`config.mk`:
```
export PLATFORM = sky130hd
export DESIGN_NAME = red_blob_tracker
export DESIGN_NICKNAME = d
export VERILOG_FILES = /design/src/rtl/red_blob_tracker.sv
export SDC_FILE = /design/constraint.sdc
export NUM_CORES = 1
export LEC_CHECK = 0
export ABC_CLOCK_PERIOD_IN_PS = 3900
export CAP_MARGIN = 20
export CELL_PAD_IN_SITES_DETAIL_PLACEMENT = 1
export CELL_PAD_IN_SITES_GLOBAL_PLACEMENT = 2
export CORE_MARGIN = 3
export CORE_UTILIZATION = 39
export CTS_CLUSTER_DIAMETER = 80
export DETAILED_ROUTE_END_ITERATION = 8
export PLACE_DENSITY = 0.89
export SYNTH_ARGS = -nofsm -noshare
export SYNTH_HDL_FRONTEND = slang
export SYNTH_SLANG_ARGS = --single-unit
```
`constraint.sdc`:
```
create_clock -name iCLK -period 3.9 [get_ports iCLK]
set_clock_uncertainty 0.1 [all_clocks]
set_input_delay 0.78 -clock iCLK [delete_from_list [all_inputs] [get_ports iCLK]]
set_output_delay 0.78 -clock iCLK [all_outputs]
set_load 0.1 [all_outputs]
```
`src/rtl/red_blob_tracker.sv`:
```
// red_blob_tracker: reduces a per-pixel red mask to bounding box, count and centroid once per frame.
// Latency: results and oVALID update 59 cycles after the iEOF edge (29+29 cycle restoring divide).
// Backpressure: none; an iEOF arriving while a result is still being computed is dropped (oDROP).
//
// Ports: iCLK/iRST_N clock and async active-low reset; iDVAL/iX/iY/iMASK pixel stream;
//   iEOF end-of-frame pulse; oX_MIN..oY_MAX/oCNT/oCX/oCY/oFOUND published frame result;
//   oVALID result-update pulse; oDROP frame-discarded pulse; oOVL registered box-perimeter overlay.
// Optional feature: define BBOX_OVERLAY_EN to build the overlay comparators (else oOVL tied 0).
module red_blob_tracker #(
  parameter int MIN_COUNT = 64
) (
  input  logic        iCLK,
  input  logic        iRST_N,
  input  logic        iDVAL,
  input  logic [9:0]  iX,
  input  logic [9:0]  iY,
  input  logic        iMASK,
  input  logic        iEOF,
  output logic [9:0]  oX_MIN,
  output logic [9:0]  oX_MAX,
  output logic [9:0]  oY_MIN,
  output logic [9:0]  oY_MAX,
  output logic [18:0] oCNT,
  output logic [9:0]  oCX,
  output logic [9:0]  oCY,
  output logic        oFOUND,
  output logic        oVALID,
  output logic        oDROP,
  output logic        oOVL
);

  typedef enum logic [1:0] {IDLE, DIV_X, DIV_Y, DONE} stateT;

  stateT       state, nextState;
  logic        counted, busy, snapshot, startPend;
  logic        loadX, switchY, publish, lastStep;

  // running accumulators for the frame being received
  logic [18:0] cnt, cntNext;
  logic [28:0] sumX, sumY, sumXNext, sumYNext;
  logic [9:0]  xMin, xMax, yMin, yMax;
  logic [9:0]  xMinNext, xMaxNext, yMinNext, yMaxNext;

  // snapshot of the frame being divided
  logic [18:0] shCnt;
  logic [28:0] shSumX, shSumY;
  logic [9:0]  shXMin, shXMax, shYMin, shYMax;

  // shared restoring divider
  logic [28:0] divDividend;
  logic [18:0] divRem, remDiff, remNext;
  logic [19:0] remSh;
  logic [9:0]  divQ, qNext, quoX;
  logic [4:0]  stepCnt;
  logic        ge;

  assign counted  = iDVAL & iMASK;
  // the start-pending cycle counts as busy so a back-to-back iEOF cannot overwrite the snapshot
  assign busy     = (state != IDLE) | startPend;
  assign snapshot = iEOF & ~busy;
  assign lastStep = (stepCnt == 5'd28);

  always_comb begin
    cntNext  = cnt;
    sumXNext = sumX;
    sumYNext = sumY;
    xMinNext = xMin;
    xMaxNext = xMax;
    yMinNext = yMin;
    yMaxNext = yMax;
    if (counted) begin
      cntNext  = cnt + 19'd1;
      sumXNext = sumX + {19'd0, iX};
      sumYNext = sumY + {19'd0, iY};
      xMinNext = (iX < xMin) ? iX : xMin;
      xMaxNext = (iX > xMax) ? iX : xMax;
      yMinNext = (iY < yMin) ? iY : yMin;
      yMaxNext = (iY > yMax) ? iY : yMax;
    end
  end

  // a pixel counted on the iEOF edge belongs to the closing frame (captured via *Next)
  always_ff @(posedge iCLK or negedge iRST_N) begin
    if (!iRST_N) begin
      cnt <= '0; sumX <= '0; sumY <= '0;
      xMin <= 10'd1023; yMin <= 10'd1023; xMax <= '0; yMax <= '0;
      shCnt <= '0; shSumX <= '0; shSumY <= '0;
      shXMin <= 10'd1023; shYMin <= 10'd1023; shXMax <= '0; shYMax <= '0;
      startPend <= 1'b0;
      oDROP <= 1'b0;
    end else begin
      if (iEOF) begin
        cnt <= '0; sumX <= '0; sumY <= '0;
        xMin <= 10'd1023; yMin <= 10'd1023; xMax <= '0; yMax <= '0;
      end else begin
        cnt <= cntNext; sumX <= sumXNext; sumY <= sumYNext;
        xMin <= xMinNext; xMax <= xMaxNext; yMin <= yMinNext; yMax <= yMaxNext;
      end
      if (snapshot) begin
        shCnt <= cntNext; shSumX <= sumXNext; shSumY <= sumYNext;
        shXMin <= xMinNext; shXMax <= xMaxNext; shYMin <= yMinNext; shYMax <= yMaxNext;
      end
      if (snapshot)   startPend <= 1'b1;
      else if (loadX) startPend <= 1'b0;
      oDROP <= iEOF & busy;
    end
  end

  always_ff @(posedge iCLK or negedge iRST_N) begin
    if (!iRST_N) state <= IDLE;
    else         state <= nextState;
  end

  always_comb begin
    nextState = state;
    loadX     = 1'b0;
    switchY   = 1'b0;
    publish   = 1'b0;
    case (state)
      IDLE:  if (startPend) begin nextState = DIV_X; loadX = 1'b1; end
      DIV_X: if (lastStep) begin nextState = DIV_Y; switchY = 1'b1; end
      DIV_Y: if (lastStep) begin nextState = DONE; publish = 1'b1; end
      DONE:  nextState = IDLE;
      default: nextState = IDLE;
    endcase
  end

  // one restoring step: shift in next dividend bit, subtract divisor if it fits.
  // remDiff is taken mod 2^19, which is exact whenever ge selects it (result < divisor).
  always_comb begin
    remSh   = {divRem, divDividend[28]};
    ge      = (remSh >= {1'b0, shCnt});
    remDiff = remSh[18:0] - shCnt;
    remNext = ge ? remDiff : remSh[18:0];
    qNext   = {divQ[8:0], ge};
  end

  always_ff @(posedge iCLK or negedge iRST_N) begin
    if (!iRST_N) begin
      divDividend <= '0; divRem <= '0; divQ <= '0; stepCnt <= '0; quoX <= '0;
    end else if (loadX || switchY) begin
      divDividend <= loadX ? shSumX : shSumY;
      divRem      <= '0;
      divQ        <= '0;
      stepCnt     <= '0;
      if (switchY) quoX <= qNext;
    end else if (state == DIV_X || state == DIV_Y) begin
      divDividend <= {divDividend[27:0], 1'b0};
      divRem      <= remNext;
      divQ        <= qNext;
      stepCnt     <= stepCnt + 5'd1;
    end
  end

  always_ff @(posedge iCLK or negedge iRST_N) begin
    if (!iRST_N) begin
      oX_MIN <= '0; oX_MAX <= '0; oY_MIN <= '0; oY_MAX <= '0;
      oCNT <= '0; oCX <= '0; oCY <= '0; oFOUND <= 1'b0; oVALID <= 1'b0;
    end else begin
      oVALID <= publish;
      if (publish) begin
        oX_MIN <= shXMin; oX_MAX <= shXMax; oY_MIN <= shYMin; oY_MAX <= shYMax;
        oCNT   <= shCnt;
        // divide by zero yields all-ones quotient; an empty frame reports centroid 0
        oCX    <= (shCnt == 19'd0) ? 10'd0 : quoX;
        oCY    <= (shCnt == 19'd0) ? 10'd0 : qNext;
        oFOUND <= (shCnt >= 19'(MIN_COUNT));
      end
    end
  end

`ifdef BBOX_OVERLAY_EN
  logic onVert, onHorz;
  always_comb begin
    onVert = ((iX == oX_MIN) || (iX == oX_MAX)) && (iY >= oY_MIN) && (iY <= oY_MAX);
    onHorz = ((iY == oY_MIN) || (iY == oY_MAX)) && (iX >= oX_MIN) && (iX <= oX_MAX);
  end
  always_ff @(posedge iCLK or negedge iRST_N) begin
    if (!iRST_N) oOVL <= 1'b0;
    else         oOVL <= iDVAL & oFOUND & (onVert | onHorz);
  end
`else
  assign oOVL = 1'b0;
`endif

endmodule

```
# == After elaboration in Yosys (flattened, before gate mapping) ==
# Cells that the tools add are included.
# word_totals
input_bits,25
output_inout_bits,83
regBits,391
word_cells,104
# op_classes
eq_ne,7
addsub,5
mux,41
n_bitwise,5
n_reduce_logical,9
n_lt_le_gt_ge,6
# op_table
operator,count
$mux 29,7
$mux 10,14
$mux 19,5
$add 29x10->29,2
$ge 20x19->1,1
$gt 10x10->1,2
$lt 10x10->1,2
$add 19x1->19 const B,1
$ge 19x7->1 const B,1
$logic_not 19->1,1
$sub 19x19->19,1
$mux 9,2
$mux 5,2
$pmux 2 s4,1
$mux 1,7
$mux 2,3
$ne 2x2->1 const B,3
$reduce_bool 2->1,3
$add 5x1->5 const B,1
$eq 5x5->1 const B,1
$eq 2x2->1 const B,2
$and 1x1->1,3
$reduce_and 3->1,1
$eq 2x1->1 const B,1
5 further kinds,6

# == Depth between registers and ports, before layout ==
# depth
word_depth,5
mapped_depth,13
depth_no_buf,12

# == Worst setup path after synthesis ==
# No wires, ideal clock.
# synth_timing
path_type,in2reg
from,in iY[0]
to,reg shSumY[26]
path_buffers,1
cell_stages,12
setup_slack_ns,0.926
setup_time_ns,0.130
t_required_ns,3.670
arrival_time_ns,2.744
path_cell_list,ha_1 inv_1 fa_1 nor2b_1 o21a_1 o21ai_1 a21oi_1 o21ai_1 buf_2 a2111oi_1 xnor2_1 o21ai_1
# synth_between
elab_chain_len,2
# synth_rtl
element,line_no,text
"start, declared",16,"input logic [9:0] iY,"
$add 29x10->29,74,"sumYNext = sumY + {19'd0, iY};"
$mux 29,71,if (counted) begin
"end signal, assigned",100,shCnt <= cntNext; shSumX <= sumXNext; shSumY <= sumYNext;
"end, declared",46,"logic [28:0] shSumX, shSumY;"
# Every way passes these cells.
# A chain may end at the register's enable or synchronous reset.

# == Final worst setup path ==
# layout_timing
from,reg shCnt[0]
to,reg divRem[18]
# layout_between
elab_chain_len,4
word_cells_on_any_way,5
cone_classes,add/sub: 1; order compare: 1; mux: 3
# layout_rtl
element,line_no,text
"start, declared",45,logic [18:0] shCnt;
"start signal, assigned",100,
$sub 19x19->19 or $ge 20x19->1 (tied branches),"133, 132",
$mux 19 *,134,remNext = ge ? remDiff : remSh[18:0];
$mux 19 *,147,end else if (state == DIV_X || state == DIV_Y) begin
$mux 19 *,141,end else if (loadX || switchY) begin
"end signal, assigned",149,divRem <= remNext;
"end, declared",51,"logic [18:0] divRem, remDiff, remNext;"
# Every way passes the cells marked *; elsewhere a longest branch is shown, timed or not. The select of a mux whose other input is x is not followed.

==> out/results.tsv <==
stage	metric	value	unit
status	status	finished clean	
cells_and_area	nets	2081	
critical_path	critical path's most frequent cell	a221oi_2	
critical_path	Worst Setup End Kind	flip-flop	
routing	routed vias/inst	5.298	
clock_tree	Setup Fix Bufs, Post-CTS	0	
clock_tree	cts repair resizes	0	
power_and_ir_drop	post-layout power	8.853	mW
power_and_ir_drop	leakage	10.50	nW
place	Port Buffer Count	106	
routing	drt first-iter violations	686	
global_route	vias in the first global route	14950	
floorplan	Row Count	79	
critical_path	CP Class	reg -> reg	
yosys	post-synthesis cell area	0.01883	mm^2
yosys	Synth async-reset ratio	100.0	%
sta	worst-margin pin slew	1.015	ns
clock_tree	root buffer cell	clkbuf_16	
routing	drt total wl	46630	um
place	placed cell areas	0.02074	mm^2
cells_and_area	Multi-input gate area	0.008324	mm^2
routing	DRC viols	0	
critical_path	crit-path cells	ha_1, inv_1, fa_1, a21o_1, a221oi_2, o211ai_1, a21oi_1, nor4_1, a221oi_2, nor4bb_1, a221o_1	
floorplan	I/O pin count	108	
critical_path	r2r endpoint	divRem[18]$_DFFE_PN0P_	
floorplan	chip height	225.7	um
clock_tree	CTS Hold Bufs	0	
sta	RSZ-0062 raised after global routing	false	
cells_and_area	ant diodes	0	
floorplan	initial core utilization	39.94	%
global_route	total gr overflow	0	
sta	Final Cycle Share	85.79	%
clock_tree	clock sinks	391	
critical_path	CP max stage delay	0.47	ns
clock_tree	H-tree depth	2	
yosys	Synth Instances	1864	
power_and_ir_drop	Internal	6.744	mW
yosys	Primary FF master, synth	dfrtp_1	
yosys	Yosys top cell by area	dfrtp_1	
critical_path	Reg-to-Reg Start	shCnt[0]$_DFFE_PN0P_	
floorplan	die area	0.05096	mm^2
power_and_ir_drop	Comb power frac	6.0	%
sta	slew margin rel.	32.11	%
place	routability cong.	0.8357	
global_route	first-pass GRT wire length	78540	um
critical_path	Critical Path Stages	11	
sta	Fin. Hold Viols	0	
cells_and_area	Register Area	0.009834	mm^2
critical_path	Critical-path top delay cell	dfrtp_1	
yosys	register bit count reported by yosys	391	
clock_tree	clock-pin slew on the worst setup and hold paths	0.06	ns
yosys	Netlist cell types	72	
sta	Slew Limit Fails	0	
cells_and_area	share of layout cells above drive strength 1	11.44	%
sta	Setup TNS	0	ns
power_and_ir_drop	Pwr per Cell Area	398.6	mW/mm^2
power_and_ir_drop	clock group share of total power	47.4	%
global_route	largest net degree at the start of global routing	101	
clock_tree	CTS Buf Count	45	
critical_path	Setup crit start	shCnt[0]$_DFFE_PN0P_	
cells_and_area	Area Overhead vs Synth	17.96	%
floorplan	CORE AREA	0.04715	mm^2
critical_path	reg2reg path depth	11	
critical_path	Crit path required time	4.30	ns
power_and_ir_drop	peak supply drop	0.0002914	V
power_and_ir_drop	NetSw	2.110	mW
sta	Tmin final	3.346	ns
global_route	initial antenna violation count	0	
yosys	Mapped Nets	1976	
clock_tree	clock latency on the worst-skew pair	0.58	ns
power_and_ir_drop	Reg power frac	46.6	%
cells_and_area	final cell utilization of the core	47.11	%
yosys	EDFF count, synth	0	
place	post-DP HPWL	32020	um
critical_path	Critical Path AT	3.75	ns
yosys	list of most frequent post-synthesis cells	351 x dfrtp_1, 239 x nand2_1, 181 x nor2_1, 145 x o21ai_0, 94 x a21oi_1	
critical_path	reg2reg setup slack	0.55	ns
critical_path	Worst Path Buf+Inv	1	
yosys	share of the yosys chip area belonging to registers	52.23	%
critical_path	worst setup path end	divRem[18]$_DFFE_PN0P_	
cells_and_area	final instance area	0.02221	mm^2
clock_tree	CTS tree	yes	
yosys	Syn Area/Cell	10.10	um^2
global_route	overall routing resource usage	18.77	%
routing	Routed wire per std cell	17.87	um
yosys	Ys Warns	0	
flow_run	MaxCap Viol Count	0	
worst_hold_path	worst hold path type	in -> async	
routing	DR vias	13820	
yosys	most common cell in the synthesized netlist	dfrtp_1	
yosys	post-synth top area share	46.64	%
critical_path	Crit path max-delay family	compound AO/OA/AOI/OAI gates	
routing	Antenna Nets Post-Route	0	
cells_and_area	Fill cells	5189	
clock_tree	CTS max path bufs	3	
power_and_ir_drop	switching share of power	23.83	%
floorplan	Die Width	225.7	um
yosys	top cells by area, synth	dfrtp_1 47%, dfstp_2 5.6%, ha_1 5.6%	
critical_path	Max FO, Critical Path	4	
sta	FMAX	0.2989	GHz
routing	Pre-Repair DR Iteration Count	4	
critical_path	CP startpoint kind	flip-flop	
sta	Setup-failing EPs final	0	
==> per-stage QoR <==
stage                     cells  worst slack [ns]  hold WS [ns]
after detailed placement   2529          -0.03488        0.3586
after global routing       2609            0.3107       0.08296
after floorplan            1864            0.9264        0.3438
after global placement     2528           0.04937        0.3540
final                      2609            0.5543       0.06975
after CTS                  2609            0.5959       0.05577
==> metal layers <==
metal,wire length (um),part of all wire (%),track usage (%),vias to the layer above
met4,943,2.0,5.289,0
met2,23210,50,32.95,161
met5,0,0,0,-
li1,-,-,-,6627
met1,21140,45,24.21,6970
met3,1332,2.9,2.743,65
==> layout by cell type, fill, tap and decap left out, types with 7 or more instances in the layout <==
cell type / Yosys / routed
dfrtp_1: 351 / 351
nand2_1: 239 / 237
nor2_1: 181 / 181
o21ai_0: 145 / 145
clkdlybuf4s50_1: 0 / 104
a21oi_1: 94 / 94
mux2i_1: 87 / 87
inv_1: 85 / 85
ha_1: 84 / 83
o21ai_1: 54 / 54
clkbuf_16: 0 / 46
xor2_1: 44 / 44
mux2_2: 43 / 43
buf_4: 4 / 43
dfstp_2: 40 / 40
xnor2_1: 36 / 36
nand2b_1: 29 / 29
nand4_1: 23 / 23
nand3_1: 23 / 23
a21o_1: 22 / 22
a22o_1: 19 / 19
a211oi_1: 13 / 13
and3_1: 13 / 13
nor2b_1: 13 / 13
clkbuf_8: 0 / 11
nor3_1: 10 / 10
nor4_1: 10 / 10
o21a_1: 9 / 9
clkinv_2: 0 / 9
o211ai_1: 8 / 8
clkbuf_1: 77 / 7
==> logic make-up (layout without fill, tap and decap cells) <==
family,Yosys count,in the layout,share of synthesized area [%]
AO/OA/AOI/OAI,418,418,13.40
AND/OR/NAND/NOR,574,574,13.69
multiplexers,132,132,7.316
adder cells (fa/ha/maj),87,87,5.900
other,1,1,0.01991
flip-flops,391,391,52.23
XOR/XNOR,80,80,3.721
buffers and inverters,181,319,3.728
==> how the worst min path moves through the flow <==
stage	start	end	slack, ns	cells past startpoint
floorplan	shXMin[0]$_DFFE_PN1P_	shXMin[0]$_DFFE_PN1P_	0.34	2
finish	iRST_N	sumX[20]$_DFF_PN0_	0.07	1
detailed placement	shYMin[3]$_DFFE_PN1P_	shYMin[3]$_DFFE_PN1P_	0.36	2
global placement	shXMin[3]$_DFFE_PN1P_	shXMin[3]$_DFFE_PN1P_	0.35	2
CTS	iRST_N	oX_MIN[4]$_DFFE_PN0P_	0.06	1
global route	iRST_N	oX_MIN[4]$_DFFE_PN0P_	0.08	1
==> worst reg2reg max path, delay by kind of cell (launching register included) <==
family	cells	cell delay, ns
AND/OR/NAND/NOR	2	0.48
buffers and inverters	1	0.05
flip-flops	1	0.47
adder cells (fa/ha/maj)	2	0.61
AO/OA/AOI/OAI	6	1.56
==> power groups by stage <==
stage | combinational [mW] | clock [mW] | sequential [mW]
2_1_floorplan | 0.281 | 0 | 4.19
3_3_place_gp | 0.517 | 0 | 4.19
3_5_place_dp | 0.539 | 0 | 4.20
4_1_cts | 0.544 | 4.33 | 4.12
5_1_grt | 0.601 | 4.50 | 4.13
6_report | 0.531 | 4.20 | 4.13
==> registers in the layout, indices dropped and copies added (netlist names), 10 cells and up <==
name,cells
divDividend,29
shSumX,29
shSumY,29
sumX,29
sumY,29
cnt,19
divRem,19
oCNT,19
shCnt,19
oCX,10
oCY,10
oX_MAX,10
oX_MIN,10
oY_MAX,10
oY_MIN,10
quoX,10
shXMax,10
shXMin,10
shYMax,10
shYMin,10
xMax,10
xMin,10
yMax,10
yMin,10
==> area by class of cell <==
| cell class | count | area share (%) |
|---|---|---|
| Sequential cell | 391 | 44.27 |
| Multi-Input combinational cell | 1292 | 37.48 |
| Timing Repair Buffer | 154 | 6.748 |
| Clock buffer | 64 | 5.982 |
| Tap cell | 607 | 3.419 |
| Inverter | 85 | 1.436 |
| Clock inverter | 16 | 0.6647 |
No activity file was read; power rests on OpenSTA's default activity.
